===== src/rtl/mult_issue_if.sv =====
// Signal bundle between the multiply issue controller, its operand source,
// the iterative multiplier and the result consumer.
interface mult_issue_if;
  logic        in_valid;
  logic        in_ready;
  logic [31:0] in_op1;
  logic [31:0] in_op2;
  logic        mult_begin;
  logic [31:0] mult_op1;
  logic [31:0] mult_op2;
  logic [63:0] product;
  logic        mult_end;
  logic        overflow;
  logic        out_valid;
  logic        out_ready;
  logic [63:0] out_product;
  logic        out_overflow;
  logic        err_timeout;
  logic        err_spurious;
  logic        busy;

  modport slave (
    input  in_valid, in_op1, in_op2, product, mult_end, overflow, out_ready,
    output in_ready, mult_begin, mult_op1, mult_op2, out_valid, out_product,
           out_overflow, err_timeout, err_spurious, busy
  );

  modport master (
    output in_valid, in_op1, in_op2, product, mult_end, overflow, out_ready,
    input  in_ready, mult_begin, mult_op1, mult_op2, out_valid, out_product,
           out_overflow, err_timeout, err_spurious, busy
  );
endinterface


===== src/rtl/mult_issue_ctrl.sv =====
// Operand FIFO + issue sequencer + result register around a 32x32 iterative
// multiplier using a level begin/end handshake, with an abort watchdog.
//
// state | meaning
// IDLE  | no operation in flight, waiting for an operand pair and a free result slot
// ISSUE | mult_begin held high, waiting for mult_end or watchdog expiry
// GAP   | one cycle with mult_begin low so the multiplier can restart
module mult_issue_ctrl #(
  parameter int unsigned DEPTH   = 4,
  parameter int unsigned TIMEOUT = 64
) (
  input logic         clk,
  input logic         resetn,
  mult_issue_if.slave bus
);

  localparam int unsigned PTR_W = $clog2(DEPTH);
  localparam int unsigned CNT_W = PTR_W + 1;
  localparam int unsigned WD_W  = $clog2(TIMEOUT);

  typedef enum logic [1:0] {S_IDLE, S_ISSUE, S_GAP} state_e;

  state_e             state_q, state_d;
  logic [PTR_W-1:0]   wr_ptr_q, rd_ptr_q;
  logic [CNT_W-1:0]   count_q;
  logic [31:0]        fifo_op1_q [DEPTH];
  logic [31:0]        fifo_op2_q [DEPTH];
  logic [WD_W-1:0]    wd_q;
  logic               mult_begin_q;
  logic [31:0]        mult_op1_q, mult_op2_q;
  logic               out_valid_q;
  logic [63:0]        out_product_q;
  logic               out_overflow_q;
  logic               err_timeout_q;
  logic               err_spurious_q;

  logic fifo_empty, in_ready, push, out_free, wd_done;
  logic load, capture, abort, pop, spurious;

  assign fifo_empty = (count_q == '0);
  // Full is judged on the registered count only; a same-cycle pop does not free a slot.
  assign in_ready   = (count_q != CNT_W'(DEPTH));
  assign push       = bus.in_valid & in_ready;
  assign out_free   = ~out_valid_q | bus.out_ready;
  assign wd_done    = (wd_q == WD_W'(TIMEOUT - 1));

  // State register
  always_ff @(posedge clk) begin
    if (!resetn) state_q <= S_IDLE;
    else         state_q <= state_d;
  end

  // Next-state logic
  always_comb begin
    state_d = state_q;
    case (state_q)
      S_IDLE:  if (!fifo_empty && out_free) state_d = S_ISSUE;
      S_ISSUE: if (bus.mult_end || wd_done) state_d = S_GAP;
      S_GAP:   state_d = (!fifo_empty && out_free) ? S_ISSUE : S_IDLE;
      default: state_d = S_IDLE;
    endcase
  end

  // Output / strobe logic; mult_end wins over the watchdog in the same cycle
  always_comb begin
    load     = 1'b0;
    capture  = 1'b0;
    abort    = 1'b0;
    spurious = 1'b0;
    case (state_q)
      S_IDLE, S_GAP: begin
        load     = (state_d == S_ISSUE);
        spurious = bus.mult_end;
      end
      S_ISSUE: begin
        capture = bus.mult_end;
        abort   = ~bus.mult_end & wd_done;
      end
      default: ;
    endcase
    pop = capture | abort;
  end

  always_ff @(posedge clk) begin
    if (push) begin
      fifo_op1_q[wr_ptr_q] <= bus.in_op1;
      fifo_op2_q[wr_ptr_q] <= bus.in_op2;
    end
  end

  always_ff @(posedge clk) begin
    if (!resetn) begin
      wr_ptr_q <= '0;
      rd_ptr_q <= '0;
      count_q  <= '0;
    end else begin
      if (push) wr_ptr_q <= wr_ptr_q + PTR_W'(1);
      if (pop)  rd_ptr_q <= rd_ptr_q + PTR_W'(1);
      case ({push, pop})
        2'b10:   count_q <= count_q + CNT_W'(1);
        2'b01:   count_q <= count_q - CNT_W'(1);
        default: count_q <= count_q;
      endcase
    end
  end

  // The head entry stays in the FIFO while in flight; it is popped on leaving ISSUE.
  always_ff @(posedge clk) begin
    if (!resetn) begin
      mult_begin_q <= 1'b0;
      mult_op1_q   <= '0;
      mult_op2_q   <= '0;
      wd_q         <= '0;
    end else begin
      if (load) begin
        mult_begin_q <= 1'b1;
        mult_op1_q   <= fifo_op1_q[rd_ptr_q];
        mult_op2_q   <= fifo_op2_q[rd_ptr_q];
        wd_q         <= '0;
      end else begin
        if (pop)                mult_begin_q <= 1'b0;
        if (state_q == S_ISSUE) wd_q         <= wd_q + WD_W'(1);
      end
    end
  end

  always_ff @(posedge clk) begin
    if (!resetn) begin
      out_valid_q    <= 1'b0;
      out_product_q  <= '0;
      out_overflow_q <= 1'b0;
    end else if (capture) begin
      out_valid_q    <= 1'b1;
      out_product_q  <= bus.product;
      out_overflow_q <= bus.overflow;
    end else if (out_valid_q && bus.out_ready) begin
      out_valid_q    <= 1'b0;
    end
  end

  always_ff @(posedge clk) begin
    if (!resetn) begin
      err_timeout_q  <= 1'b0;
      err_spurious_q <= 1'b0;
    end else begin
      if (abort)    err_timeout_q  <= 1'b1;
      if (spurious) err_spurious_q <= 1'b1;
    end
  end

  assign bus.in_ready     = in_ready;
  assign bus.mult_begin   = mult_begin_q;
  assign bus.mult_op1     = mult_op1_q;
  assign bus.mult_op2     = mult_op2_q;
  assign bus.out_valid    = out_valid_q;
  assign bus.out_product  = out_product_q;
  assign bus.out_overflow = out_overflow_q;
  assign bus.err_timeout  = err_timeout_q;
  assign bus.err_spurious = err_spurious_q;
  assign bus.busy         = (state_q != S_IDLE) | ~fifo_empty;

endmodule


===== src/flat_wrapper.sv =====
// flat-port wrapper written by rule: the top's interface ports become plain ports
module mult_issue_ctrl_flat 
#(
  parameter int unsigned DEPTH   = 4,
  parameter int unsigned TIMEOUT = 64
)
  (clk, resetn, bus_in_valid, bus_in_op1, bus_in_op2, bus_product, bus_mult_end, bus_overflow, bus_out_ready, bus_in_ready, bus_mult_begin, bus_mult_op1, bus_mult_op2, bus_out_valid, bus_out_product, bus_out_overflow, bus_err_timeout, bus_err_spurious, bus_busy);
  mult_issue_if bus_i ();
  input logic clk;
  input logic resetn;
  input wire logic [$bits(bus_i.in_valid)-1:0] bus_in_valid;
  input wire logic [$bits(bus_i.in_op1)-1:0] bus_in_op1;
  input wire logic [$bits(bus_i.in_op2)-1:0] bus_in_op2;
  input wire logic [$bits(bus_i.product)-1:0] bus_product;
  input wire logic [$bits(bus_i.mult_end)-1:0] bus_mult_end;
  input wire logic [$bits(bus_i.overflow)-1:0] bus_overflow;
  input wire logic [$bits(bus_i.out_ready)-1:0] bus_out_ready;
  output wire logic [$bits(bus_i.in_ready)-1:0] bus_in_ready;
  output wire logic [$bits(bus_i.mult_begin)-1:0] bus_mult_begin;
  output wire logic [$bits(bus_i.mult_op1)-1:0] bus_mult_op1;
  output wire logic [$bits(bus_i.mult_op2)-1:0] bus_mult_op2;
  output wire logic [$bits(bus_i.out_valid)-1:0] bus_out_valid;
  output wire logic [$bits(bus_i.out_product)-1:0] bus_out_product;
  output wire logic [$bits(bus_i.out_overflow)-1:0] bus_out_overflow;
  output wire logic [$bits(bus_i.err_timeout)-1:0] bus_err_timeout;
  output wire logic [$bits(bus_i.err_spurious)-1:0] bus_err_spurious;
  output wire logic [$bits(bus_i.busy)-1:0] bus_busy;
  assign bus_i.in_valid = bus_in_valid;
  assign bus_i.in_op1 = bus_in_op1;
  assign bus_i.in_op2 = bus_in_op2;
  assign bus_i.product = bus_product;
  assign bus_i.mult_end = bus_mult_end;
  assign bus_i.overflow = bus_overflow;
  assign bus_i.out_ready = bus_out_ready;
  assign bus_in_ready = bus_i.in_ready;
  assign bus_mult_begin = bus_i.mult_begin;
  assign bus_mult_op1 = bus_i.mult_op1;
  assign bus_mult_op2 = bus_i.mult_op2;
  assign bus_out_valid = bus_i.out_valid;
  assign bus_out_product = bus_i.out_product;
  assign bus_out_overflow = bus_i.out_overflow;
  assign bus_err_timeout = bus_i.err_timeout;
  assign bus_err_spurious = bus_i.err_spurious;
  assign bus_busy = bus_i.busy;
  mult_issue_ctrl #(.DEPTH(DEPTH), .TIMEOUT(TIMEOUT)) u_core (.clk(clk), .resetn(resetn), .bus(bus_i));
endmodule

===== config.mk =====
export PLATFORM = sky130hd
export DESIGN_NAME = mult_issue_ctrl_flat
export DESIGN_NICKNAME = d
export VERILOG_FILES = /design/src/rtl/mult_issue_if.sv /design/src/rtl/mult_issue_ctrl.sv /design/src/flat_wrapper.sv
export SDC_FILE = /design/constraint.sdc
export NUM_CORES = 1
export LEC_CHECK = 0
export ABC_AREA = 0
export CORE_UTILIZATION = 56
export DETAILED_ROUTE_END_ITERATION = 12
export PLACE_DENSITY = 0.92
export REMOVE_ABC_BUFFERS = 1
export SYNTH_ARGS = -nofsm -noshare
export SYNTH_HDL_FRONTEND = slang
export SYNTH_SLANG_ARGS = --single-unit

===== constraint.sdc =====
create_clock -name clk -period 6.77 [get_ports clk]
set_clock_uncertainty 0.15 [all_clocks]
set_input_delay 0.677 -clock clk [delete_from_list [all_inputs] [get_ports clk]]
set_output_delay 0.677 -clock clk [all_outputs]
set_load 0.01 [all_outputs]

==> results.json <==
{
  "final_layout_size_suffix_gt1_share_pct": 11.6,
  "post_cts_buffers": 0,
  "synth-seq-cells": 404,
  "power.leakage_nw": 6.05,
  "core_sq_mm": 0.0254,
  "p_int_mw": 4.92,
  "worstSkewPairLatency_ns": 0.52,
  "mostFrequentLayoutCells": "267 x clkdlybuf4s50_1, 256 x edfxtp_1, 199 x nand2_1",
  "worstSetupPathType": "register to register",
  "io_buffer_count": 268,
  "met1_usage_pct": 30.3,
  "powerDensity_mw_per_mm2": 361,
  "crit_cells": 8,
  "drc": 0,
  "cp_cell_sequence": "nand3b_1 > o21ai_1 > ha_1 > inv_1 > fa_1 > xor2_1 > or3_1 > a21oi_1",
  "grt_pass1_vias": 9145,
  "final.period_utilization_pct": 43.3,
  "slew_headroom_pct": 20.7,
  "syn_inst": 940,
  "finalWirelength_mm": 33.9,
  "p_switching_mw": 1.85,
  "crit_fanout": 12,
  "num-nets-final": 1335,
  "hold_start": "u_core.bus.out_product[37]",
  "setup_violations": 0,
  "fin_crit_ns": 2.93,
  "cap_violations": 0,
  "rsz0062_at_grt": "no",
  "holdWs_ns": 0.303,
  "grt_pass1_wl_mm": 50.7,
  "areaGrowthSynthToFinish_pct": 28.0,
  "yosys.area.top_type": "edfxtp_1",
  "end_kind": "register",
  "clkPwrFrac_pct": 31.1,
  "numCtsBuffers": 39,
  "vias": 8879,
  "layout_commonest_cell": "clkdlybuf4s50_1",
  "cts_hold_buf": 0,
  "max-vdd-ir-drop_v": 0.000283,
  "cts.sinks": 404,
  "die_area_sq_mm": 0.0268,
  "grt_antenna_before_repair": 4,
  "h-tree-depth": 2,
  "boundaryPins": 269,
  "hp-class": "register to register",
  "power_mw": 6.77,
  "vias_per_cell": 5.70,
  "grt_busiest_layer": "met2",
  "die_x_um": 164,
  "p_sw_share_pct": 27.3,
  "start_kind": "register",
  "clockBufferDepth": 3,
  "cp.arrival_ns": 3.23,
  "cp_top_family": "simple AND/OR/NAND/NOR gates",
  "yosysTopAreaCellShare_pct": 52.5,
  "yosys_warnings": 0,
  "syn_avg_cell_area_sq_um": 15.6,
  "fin_tns_setup_ns": 0,
  "combPwrFrac_pct": 22.1,
  "fill_cells": 1431,
  "grtUsageTotal_pct": 25.3,
  "gp_congestion": 0.772,
  "multi_input_area_sq_mm": 0.00364,
  "avgRoutedWirePerCell_um": 21.8,
  "crit_start": "u_core.state_q[0]",
  "die_h_um": 164,
  "setup_slack_ns": 3.84,
  "hold_viol_final": 0,
  "drt_iter0_drc": 741,
  "seqPwrFrac_pct": 46.8,
  "cp.buffers_inverters": 1,
  "tightest_slew_ns": 1.19,
  "root_buffer": "clkbuf_16",
  "globalRouteMet3Util_pct": 6.30,
  "synth_area_leaders": "edfxtp_1 53%, dfxtp_1 20%, mux4_2 9.8%, nand2_1 5.1%, o2bb2ai_1 3.8%",
  "r2r_start": "u_core.state_q[0]",
  "max_stage_delay_ns": 0.65,
  "fmax_mhz": 341,
  "grt-ovfl-total": 0,
  "synth_area_sq_mm": 0.0146,
  "ys_seq_area_share_pct": 72.8,
  "rows": 58,
  "drv_slew": 0,
  "dpl_worst_slack_ns": 3.65,
  "path_clk_slew_ns": 0.06,
  "cp.required_ns": 7.06,
  "grt_max_degree": 75,
  "ff_latch_area_sq_mm": 0.0107,
  "drtPass1Iterations": 5,
  "holdPathStages": 2,
  "slowest_stage": "dfxtp_1",
  "dpl.hpwl_mm": 19.9,
  "status": "complete, no violations",
  "cts_resized": 0,
  "r2r_cells": 8,
  "cts_tree": "yes",
  "gr-usage-met2_pct": 43.3,
  "ys_types": 44,
  "postRouteAntennaNets": 0,
  "start_util_pct": 57.6
}
==> registers in the layout, indices dropped and copies added (netlist names), 3 cells and up <==
register and flops:
u_core.bus.mult_op1 32, u_core.bus.mult_op2 32, u_core.bus.out_product 64, u_core.count_q 3
u_core.fifo_op1_q 128, u_core.fifo_op2_q 128, u_core.wd_q 6
==> stage by stage <==
step	cell area, sq um	utilization, %	std cells
floorplan	14300	-	879
global placement	17500	68.8	1483
detailed placement	17500	68.8	1483
CTS	18700	73.7	1555
global route	18700	73.7	1556
finish	18700	73.8	1557
==> logic make-up (layout without fill, tap and decap cells) <==
family	after synthesis	count (layout)	synth area share, %
flip-flops	404	404	72.8
AND/OR/NAND/NOR	238	238	6.85
AO/OA/AOI/OAI	151	151	6.94
buffers and inverters	70	355	2.58
multiplexers	66	66	9.98
adder cells (fa/ha/maj)	7	7	0.650
XOR/XNOR	4	4	0.239
other	0	2	0
==> worst register-to-register path: stages (launching register included) <==
cell and delay [ns]:
dfxtp_1 0.65, nand3b_1 0.38, o21ai_1 0.33, ha_1 0.23, inv_1 0.07, fa_1 0.42, xor2_1 0.16, or3_1 0.32
a21oi_1 0.15
==> final timing paths <==
path / slack [ns] / to
worst max register to register: 3.84 / u_core.count_q[2]
worst min register to register: 0.30 / u_core.bus.out_product[37]
worst min-delay path: 0.30 / u_core.bus.out_product[37]
worst max-delay path: 3.84 / u_core.count_q[2]
==> metal layers <==
metal,share of wire (%),vias to the layer above
met5,0.077,-
met4,3.7,4
met3,7.7,88
met2,52,384
met1,37,4377
li1,-,4026
==> Yosys cell counts (all sizes together) <==
master   number
edfxtp      256
nand2       199
dfxtp       148
a21oi        73
mux4         64
o2bb2ai      64
buf          37
clkbuf       24
nor2         10
inv           9
ha            6
o21ai         6
and3          5
or3           4
nand3         3
nand4b        3
nor3          3
a21o          2
mux2i         2
nand3b        2
nor2b         2
xnor2         2
xor2          2
a31o          1
a31oi         1
and2          1
and3b         1
fa            1
nand2b        1
nand4         1
nor3b         1
nor4          1
o211ai        1
o21a          1
o21bai        1
o31ai         1
or3b          1
==> layout make-up <==
class | instances | share of cell area, %
flip-flops and latches | 404 | 56.9
clock buffers | 65 | 6.45
diodes | 2 | 0.0267
inverters | 9 | 0.180
well taps | 330 | 2.20
clock inverters | 7 | 0.274
multi-input cells | 466 | 19.4
repair buffers | 274 | 14.5
==> power by group through the flow <==
stage | sequential [mW] | combinational (mW) | clock [mW]
floorplan | 3.28 | 0.623 | 0
global placement | 3.19 | 1.44 | 0
detailed placement | 3.21 | 1.48 | 0
CTS | 3.17 | 1.51 | 2.13
global route | 3.20 | 1.60 | 2.23
finish | 3.17 | 1.49 | 2.11
Note: power is estimated with default switching activity, not from simulation.
